[src/rtl/uart_pkg.sv]
// uart_pkg: shared FSM states, register offsets and STATUS bit positions
package uart_pkg;
  typedef enum logic [1:0] {IDLE, START, DATA, STOP} uart_state_t;
  localparam logic [1:0] REG_TXDATA = 2'd0;
  localparam logic [1:0] REG_STATUS = 2'd1;
  localparam logic [1:0] REG_BAUD = 2'd2;
  localparam int ST_BUSY = 0;
  localparam int ST_FULL = 1;
  localparam int ST_EMPTY = 2;
  localparam int ST_OVF = 3;
  localparam int ST_CNT = 4;
endpackage

[src/rtl/sync_fifo.sv]
// sync_fifo: single-clock FIFO; a push to a full FIFO succeeds only alongside a pop
module sync_fifo #(
  parameter int DATA_W = 8,
  parameter int DEPTH = 4
) (
  input  logic clk,
  input  logic rst,
  input  logic push,
  input  logic pop,
  input  logic [DATA_W-1:0] din,
  output logic [DATA_W-1:0] dout,
  output logic full,
  output logic empty,
  output logic [$clog2(DEPTH):0] count
);
  localparam int AW = $clog2(DEPTH);
  logic [DATA_W-1:0] mem [DEPTH];
  logic [AW-1:0] wp, rp;
  logic do_push, do_pop;
  assign empty = count == '0;
  assign full = count == (AW+1)'(DEPTH);
  assign do_pop = pop && !empty;
  assign do_push = push && (!full || do_pop);
  assign dout = mem[rp];
  always_ff @(posedge clk)
    if (do_push) mem[wp] <= din;
  always_ff @(posedge clk)
    if (rst) begin
      wp <= '0;
      rp <= '0;
      count <= '0;
    end else begin
      if (do_push) wp <= wp + 1'b1;
      if (do_pop) rp <= rp + 1'b1;
      count <= count + (AW+1)'(do_push) - (AW+1)'(do_pop);
    end
endmodule

[src/rtl/mmio_uart_tx.sv]
// mmio_uart_tx: memory-mapped 8N1 UART transmitter with TX FIFO and polled status
module mmio_uart_tx
  import uart_pkg::*;
#(
  parameter logic [31:0] BASE_ADDR = 32'h0040_0000,
  parameter int CLKS_PER_BIT = 868,
  parameter int FIFO_DEPTH = 4
) (
  input  logic clk,
  input  logic reset,
  input  logic [31:0] addr,
  input  logic [31:0] memWdata,
  input  logic [3:0] memWMask,
  output logic [31:0] memRdata,
  output logic txd,
  output logic txIdle
);
  localparam int CW = $clog2(FIFO_DEPTH) + 1;
  uart_state_t state;
  logic sel, we, push, load, tick, full, empty, ovf, clr;
  logic [1:0] ridx;
  logic [7:0] shift, dout;
  logic [15:0] baud, div_l, bcnt, eff_div;
  logic [2:0] bitn;
  logic [CW-1:0] cnt;
  logic [31:0] status;
  logic unused;
  assign unused = ^{addr[1:0], memWdata[31:16], memWMask[3:2]};
  assign sel = addr[31:4] == BASE_ADDR[31:4];
  assign ridx = addr[3:2];
  assign we = sel && |memWMask;
  assign push = we && ridx == REG_TXDATA && memWMask[0];
  assign clr = we && ridx == REG_STATUS && memWMask[0] && memWdata[ST_OVF];
  assign eff_div = baud == '0 ? 16'd1 : baud;
  assign tick = bcnt == div_l - 16'd1;
  // a new frame starts from IDLE or straight out of a finishing STOP bit
  assign load = !empty && (state == IDLE || (state == STOP && tick));
  assign txd = state == START ? 1'b0 : state == DATA ? shift[0] : 1'b1;
  assign txIdle = empty && state == IDLE;

  sync_fifo #(.DATA_W(8), .DEPTH(FIFO_DEPTH)) u_fifo (
    .clk(clk), .rst(reset), .push(push), .pop(load), .din(memWdata[7:0]),
    .dout(dout), .full(full), .empty(empty), .count(cnt)
  );

  always_ff @(posedge clk)
    if (reset) begin
      baud <= 16'(CLKS_PER_BIT);
      ovf <= 1'b0;
    end else begin
      ovf <= (push && full && !load) || (ovf && !clr);
      if (we && ridx == REG_BAUD && memWMask[0]) baud[7:0] <= memWdata[7:0];
      if (we && ridx == REG_BAUD && memWMask[1]) baud[15:8] <= memWdata[15:8];
    end

  always_ff @(posedge clk)
    if (reset) begin
      state <= IDLE;
      shift <= '0;
      div_l <= '0;
      bcnt <= '0;
      bitn <= '0;
    end else if (load) begin
      state <= START;
      shift <= dout;
      div_l <= eff_div;
      bcnt <= '0;
      bitn <= '0;
    end else if (state != IDLE) begin
      bcnt <= tick ? '0 : bcnt + 16'd1;
      if (tick && state == START) state <= DATA;
      if (tick && state == DATA) begin
        shift <= shift >> 1;
        bitn <= bitn + 3'd1;
        if (bitn == 3'd7) state <= STOP;
      end
      if (tick && state == STOP) state <= IDLE;
    end

  always_comb begin
    status = '0;
    status[ST_BUSY] = state != IDLE;
    status[ST_FULL] = full;
    status[ST_EMPTY] = empty;
    status[ST_OVF] = ovf;
    status[ST_CNT+:4] = 4'(cnt);
    memRdata = !sel ? '0 : ridx == REG_STATUS ? status : ridx == REG_BAUD ? {16'b0, baud} : '0;
  end
endmodule

[config.mk]
export PLATFORM = sky130hd
export DESIGN_NAME = mmio_uart_tx
export DESIGN_NICKNAME = d
export VERILOG_FILES = /design/src/rtl/uart_pkg.sv /design/src/rtl/sync_fifo.sv /design/src/rtl/mmio_uart_tx.sv
export SDC_FILE = /design/constraint.sdc
export NUM_CORES = 1
export LEC_CHECK = 0
export ABC_AREA = 0
export ABC_CLOCK_PERIOD_IN_PS = 7510
export BUFFER_PORTS_ARGS = -buffer_cell sky130_fd_sc_hd__buf_4
export CAP_MARGIN = 20
export CORE_UTILIZATION = 45
export DETAILED_ROUTE_END_ITERATION = 6
export GPL_ROUTABILITY_DRIVEN = 0
export GPL_TIMING_DRIVEN = 0
export PLACE_DENSITY = 0.68
export SLEW_MARGIN = 20
export SYNTH_ARGS = -nofsm -noshare
export SYNTH_HDL_FRONTEND = slang
export SYNTH_SLANG_ARGS = --single-unit
[constraint.sdc]
create_clock -name clk -period 7.51 [get_ports clk]
set_input_delay 1.1265 -clock clk [delete_from_list [all_inputs] [get_ports clk]]
set_output_delay 1.1265 -clock clk [all_outputs]
set_load 0.01 [all_outputs]
**Yosys cells after proc, flatten, opt, wreduce, memory -nomap -nowiden**

Memories as Yosys holds them, arrays and structs flattened. A register that Yosys moved wholly into a read port is not among the register bits.
Index checks and enable logic that the tools add are counted.

- Add/subtract/negate cells: 7
- Equality and inequality tests: 9
- Mux-type cells: 20
- Reduce and logical (&&, ||, !) cells: 37

Operator list:

| operator | number |
|---|---|
| 16-bit two-way mux | 5 |
| 28-bit by 19-bit == test with 1-bit output, second input constant | 1 |
| 8-bit two-way mux | 3 |
| 1-bit logical AND | 19 |
| 16-bit by 1-bit adder with 16-bit output, second input constant | 1 |
| 16-bit == test | 1 |
| 16-bit zero test | 1 |
| 16-bit by 1-bit subtractor with 16-bit output, second input constant | 1 |
| 2-bit two-way mux | 6 |
| 2-bit == test, second input constant | 3 |
| 3-bit == test, second input constant | 2 |
| 1-bit two-way mux | 6 |
| 2-bit nonzero test | 3 |
| 2-bit by 1-bit adder with 2-bit output, second input constant | 2 |
| 2-bit by 1-bit == test with 1-bit output, second input constant | 2 |
| 1-bit zero test | 4 |
| 2-bit zero test | 2 |
| 2-bit AND reduction | 2 |
| 4-bit OR reduction | 1 |
| 3-bit by 1-bit adder with 3-bit output | 1 |
| 3-bit by 1-bit adder with 3-bit output, second input constant | 1 |
| 3-bit zero test | 1 |
| 1-bit logical OR | 3 |
| 3-bit by 1-bit subtractor with 3-bit output | 1 |
| 2-bit OR reduction | 1 |

- Register bits after elaboration: 69
- RAM bits: 32
- Memories kept: 1

Memory list:

| memory | depth | width | read ports | clocked after memory_dff | wr ports | RTL line | source |
|---|---|---|---|---|---|---|---|
| u_fifo.mem | 4 | 8 | 1 | 1 | 1 | sync_fifo.sv:17 | `logic [DATA_W-1:0] mem [DEPTH];` |

**Depth between registers and ports, before layout**

- Depth in word-level cells: 10
- Mapped depth: 18
- Mapped depth without buffers: 17

**Hierarchy**

From an unflattened synthesis, not the netlist that was laid out.

- Cells, all modules: 529
- Area, all modules: 5315.1 sq um

Modules (own cells, without submodules):

| module | times used | cells each | area each (sq um) | seq. area each (sq um) |
|---|---|---|---|---|
| mmio_uart_tx | 1 | 440 | 3666.0 | 1241.2 |
| sync_fifo | 1 | 89 | 1649.1 | 1141.1 |

**Worst setup path before layout**

OpenSTA, ideal clock, no wires.

- Path kind: flip-flop to flip-flop
- From: register div_l[5]
- To: register u_fifo.count[2]
- Setup time: 0.128 ns
- Data arrival time: 4.037 ns
- Required time: 7.382 ns
- Setup slack: 3.345 ns
- Stages on the path, launching flop included: 17
- Cell sequence: dfxtp_1 or4_4 or4_4 or3_1 a2111o_1 a2111oi_4 a31oi_2 clkinv_2 buf_6 ha_1 inv_1 ha_1 inv_1 fa_1 xor2_1 xnor2_1 nor2_1

- Longest elaborated chain between the ends: 10

RTL lines:

| element | RTL line | source |
|---|---|---|
| start: declaration | mmio_uart_tx.sv:23 | `logic [15:0] baud, div_l, bcnt, eff_div;` |
| start signal: assignment | mmio_uart_tx.sv:66 | `div_l <= eff_div;` |
| 16-bit by 1-bit subtractor with 16-bit output (*) | mmio_uart_tx.sv:35 | `assign tick = bcnt == div_l - 16'd1;` |
| 16-bit == test (*) | mmio_uart_tx.sv:35 |  |
| 1-bit logical AND (*) | mmio_uart_tx.sv:37 | `assign load = !empty && (state == IDLE \|\| (state == STOP && tick));` |
| 1-bit logical OR (*) | mmio_uart_tx.sv:37 |  |
| 1-bit logical AND (*) | mmio_uart_tx.sv:37 |  |
| 1-bit logical AND (*) | sync_fifo.sv:22 | `assign do_pop = pop && !empty;` |
| via u_fifo.do_pop | sync_fifo.sv:19 | `logic do_push, do_pop;` |
| 1-bit logical OR | sync_fifo.sv:23 | `assign do_push = push && (!full \|\| do_pop);` |
| 1-bit logical AND | sync_fifo.sv:23 |  |
| 3-bit by 1-bit adder with 3-bit output | sync_fifo.sv:35 | `count <= count + (AW+1)'(do_push) - (AW+1)'(do_pop);` |
| 3-bit by 1-bit subtractor with 3-bit output (*) | sync_fifo.sv:35 |  |
| end signal: assignment | sync_fifo.sv:35 |  |
| end: declaration | sync_fifo.sv:14 | `output logic [$clog2(DEPTH):0] count` |

Mark *: on every way through the listed nets, which the timed path passes. The rest lies on a longest branch.
A chain may end at the register's enable or synchronous reset.

**Final worst setup path**

Same ends and word-level chain as after synthesis.

==> impl_metrics.csv <==
group,metric,value,unit
sta,setup_tns,0,ns
die,core_area,10900,sq um
detailed_routing,vias,3904,
die,die-area,11700,sq um
critical_path,cp_top_family,"simple AND/OR/NAND/NOR gates",
cts,cts_tree,"done",
critical_path,r2r-start,"div_l[5]",
yosys,yosysSeqAreaShare,46.9,%
critical_path,cp-endpoint,"u_fifo.count[2]",
sta,layout_setup_ws,2.97,ns
yosys,synth_xor_area_share,5.86,%
cts,htreeDepth,3,
outcome,outcome,"complete, no violations",
finish,layout-drive-gt1-share,21.7,%
grt,grtUsageTotal,20.8,%
critical_path,worstPathArrival,4.76,ns
yosys,synth.most_common_cell,"nor2_1",
cts,cts_resized,0,
die,die_x,108,um
detailed_routing,antenna_left,0,
finish,nNetsFinal,674,
yosys,yosys_warnings,0,
sta,setup_viol_count_final,0,
critical_path,r2r_end,"u_fifo.count[2]",
detailed_routing,drt_first_pass_iters,4,
yosys,synth-adder-area-share,2.86,%
detailed_routing,wl,11.3,mm
critical_path,crit_chain,"or4_4 -> or4_4 -> or3_1 -> a2111o_1 -> a2111oi_4 -> a31oi_2 -> clkinv_2 -> buf_6 -> ha_1 -> inv_1 -> ha_1 -> inv_1 -> fa_1 -> xor2_1 -> xnor2_1 -> nor2_1",
detailed_routing,drtIter0Drc,153,
place,io_buffers,67,
die,core.rowCount,38,
grt,grt_start_max_net_pins,22,
sta,timing_hold_violations_final,0,
yosys,yosysTopAreaCell,"dfxtp_1",
place,dp_cells,722,
place,place_ws,2.92,ns
detailed_routing,drcViolationCount,0,
cts,ctsHoldBuffers,0,
finish,n_antenna_cell,0,
die,start_util,46.4,%
cts,cts_buffers,9,
cts,cts_root_buf,"clkbuf_16",
yosys,synthMuxAreaShare,9.26,%
grt,grt_pass1_vias,3803,
yosys,async_flop_share,0,%
power_and_ir_drop,ir_drop,93.6,uV
cts,cts.clk_slew.worst_paths,0.07,ns
critical_path,rr_worst_depth,16,
finish,fillers,942,
yosys,netlist.area_leader.share,28.0,%
critical_path,path_depth,16,
sta,tightest_slew,0.783,ns
sta,rsz0062_at_grt,"no",
critical_path,cp-startpoint,"div_l[5]",
place,placed_cell_area,5810,sq um
sta,max_freq,220,MHz
critical_path,rrSetupSlack,2.97,ns
finish,synthToLayoutAreaGrowth,20.3,%
hold_path,hold_start,"shift[7]",
critical_path,worst-path-max-fanout,10,
sta,maxSlewHeadroom,47.4,%
sta,skew,0.0126,ns
yosys,netlist_area,5080,sq um
grt,grt_pass1_wl,18.5,mm
hold_path,min_path_type,"reg2reg",
critical_path,cp_slowest_cell,"or4_4",
power_and_ir_drop,leakagePower,2.34,nW
yosys,synth_compound_area_share,8.92,%
sta,post-route-min-period,4.54,ns
detailed_routing,wl_per_cell,15.3,um
sta,holdWs,0.478,ns
place,place_hpwl,8.40,mm
finish,final_util,55.9,%
critical_path,cp.required,7.74,ns
yosys,synth_top_family_by_area,"simple AND/OR/NAND/NOR gates",
flow_run,maxCapViolCount,0,
power_and_ir_drop,power.total,1.10,mW
cts,clock_path_buffers,2,
cts,post_cts_buffers,0,
yosys,synth-simple-area-share,20.8,%
yosys,synth_cell_type_count,60,
power_and_ir_drop,power.density,179,nW/um^2
yosys,yosys-top-cells-area,"dfxtp_1 (28%), edfxtp_1 (19%), mux2i_1 (5.7%)",
yosys,synth_ff_type,"dfxtp_1",
critical_path,slowest_delay,0.58,ns
cts,clock-sinks,103,
grt,gr-total-overflow,0,
sta,fin_crit_sh,60.4,%
critical_path,cp-start-kind,"flip-flop",
yosys,synth-edff-count,32,
yosys,synth_cells,500,
critical_path,cp-end-kind,"flip-flop",
die,dieHeight,108,um
grt,antenna_found_initial,0,
critical_path,path_class,"reg2reg",
critical_path,cp_num_buf_inv,4,
sta,final-max-slew-violation-count,0,
finish,stdcell_count,738,
detailed_routing,viasPerCell,5.29,
yosys,ys_ff_latch,103,
finish,fin_area,6110,sq um
cts,clk_latency,0.36,ns
yosys,syn_avg_cell_area,10.2,sq um
die,pin_count,104,
yosys,synth_common_cells,"nor2_1 (77), dfxtp_1 (71), edfxtp_1 (32)",
==> layer usage <==
layer | vias to the layer above | part of all wire [%] | global-route usage, %
met2 | 116 | 47 | 33.2
met1 | 1830 | 46 | 28.1
met5 | - | 0 | 0
met3 | 11 | 5.4 | 3.80
li1 | 1947 | - | -
met4 | 0 | 1.6 | 7.63
==> state kept, by name (all words and copies together) (netlist names), named ones only <==
name and cells:
baud 16, bcnt 16, bitn 3, div_l 16, ovf 1, shift 8, state 2, u_fifo.count 3
u_fifo.mem 32, u_fifo.rp 2, u_fifo.wp 2
==> logic make-up after synthesis <==
kind of cell,after synthesis
buffers and inverters,51
AND/OR/NAND/NOR,207
XOR/XNOR,34
flip-flops,103
AO/OA/AOI/OAI,56
multiplexers,37
adder cells (fa/ha/maj),11
other,1
==> worst min path at each step <==
stage,endpoint,slack [ns],depth (start not counted)
6_report,shift[7],0.48,2
2_1_floorplan,shift[7],0.45,2
3_3_place_gp,shift[7],0.46,2
3_5_place_dp,shift[7],0.47,2
4_1_cts,shift[7],0.48,2
5_1_grt,shift[5],0.52,2
==> where the power goes <==
part	switching (mW)	total [mW]	internal, mW
registers	0.000472	0.573	0.573
clock network	0.231	0.468	0.237
logic	0.0255	0.0542	0.0287
==> layout by cell type, fill, tap and decap left out, types with 7 or more instances in the layout <==
cell | synthesis | routed
a311oi_1 | 8 | 8
and2_1 | 15 | 15
buf_1 | 7 | 7
buf_4 | 18 | 85
clkbuf_1 | 10 | 10
clkbuf_16 | 0 | 9
conb_1 | 1 | 16
dfxtp_1 | 71 | 71
edfxtp_1 | 32 | 32
ha_1 | 10 | 10
inv_1 | 12 | 12
mux2i_1 | 29 | 29
mux4_2 | 8 | 8
nand2_1 | 24 | 24
nand3_1 | 13 | 13
nand4_1 | 11 | 11
nor2_1 | 77 | 77
nor2b_1 | 11 | 11
nor3_1 | 11 | 11
nor4_1 | 12 | 12
o21ai_0 | 8 | 8
or3_1 | 7 | 7
xnor2_1 | 16 | 16
xor2_1 | 18 | 18
==> cell type report <==
cell class / count / area [sq um] / share of cell area, %
timing repair buffer: 67 / 503 / 8.23
sequential: 103 / 2380 / 39.0
inverter: 13 / 50.0 / 0.819
buffer: 38 / 220 / 3.60
multi-input combinational: 361 / 2480 / 40.6
clock buffer: 9 / 225 / 3.69
tap: 140 / 175 / 2.87
clock inverter: 7 / 71.3 / 1.17
==> worst min-delay path, cell delays in order (launching register included) <==
cell and delay [ns]:
dfxtp_1 0.31, nand3_1 0.06, a21oi_1 0.06
(Power assumes the default switching activity.)
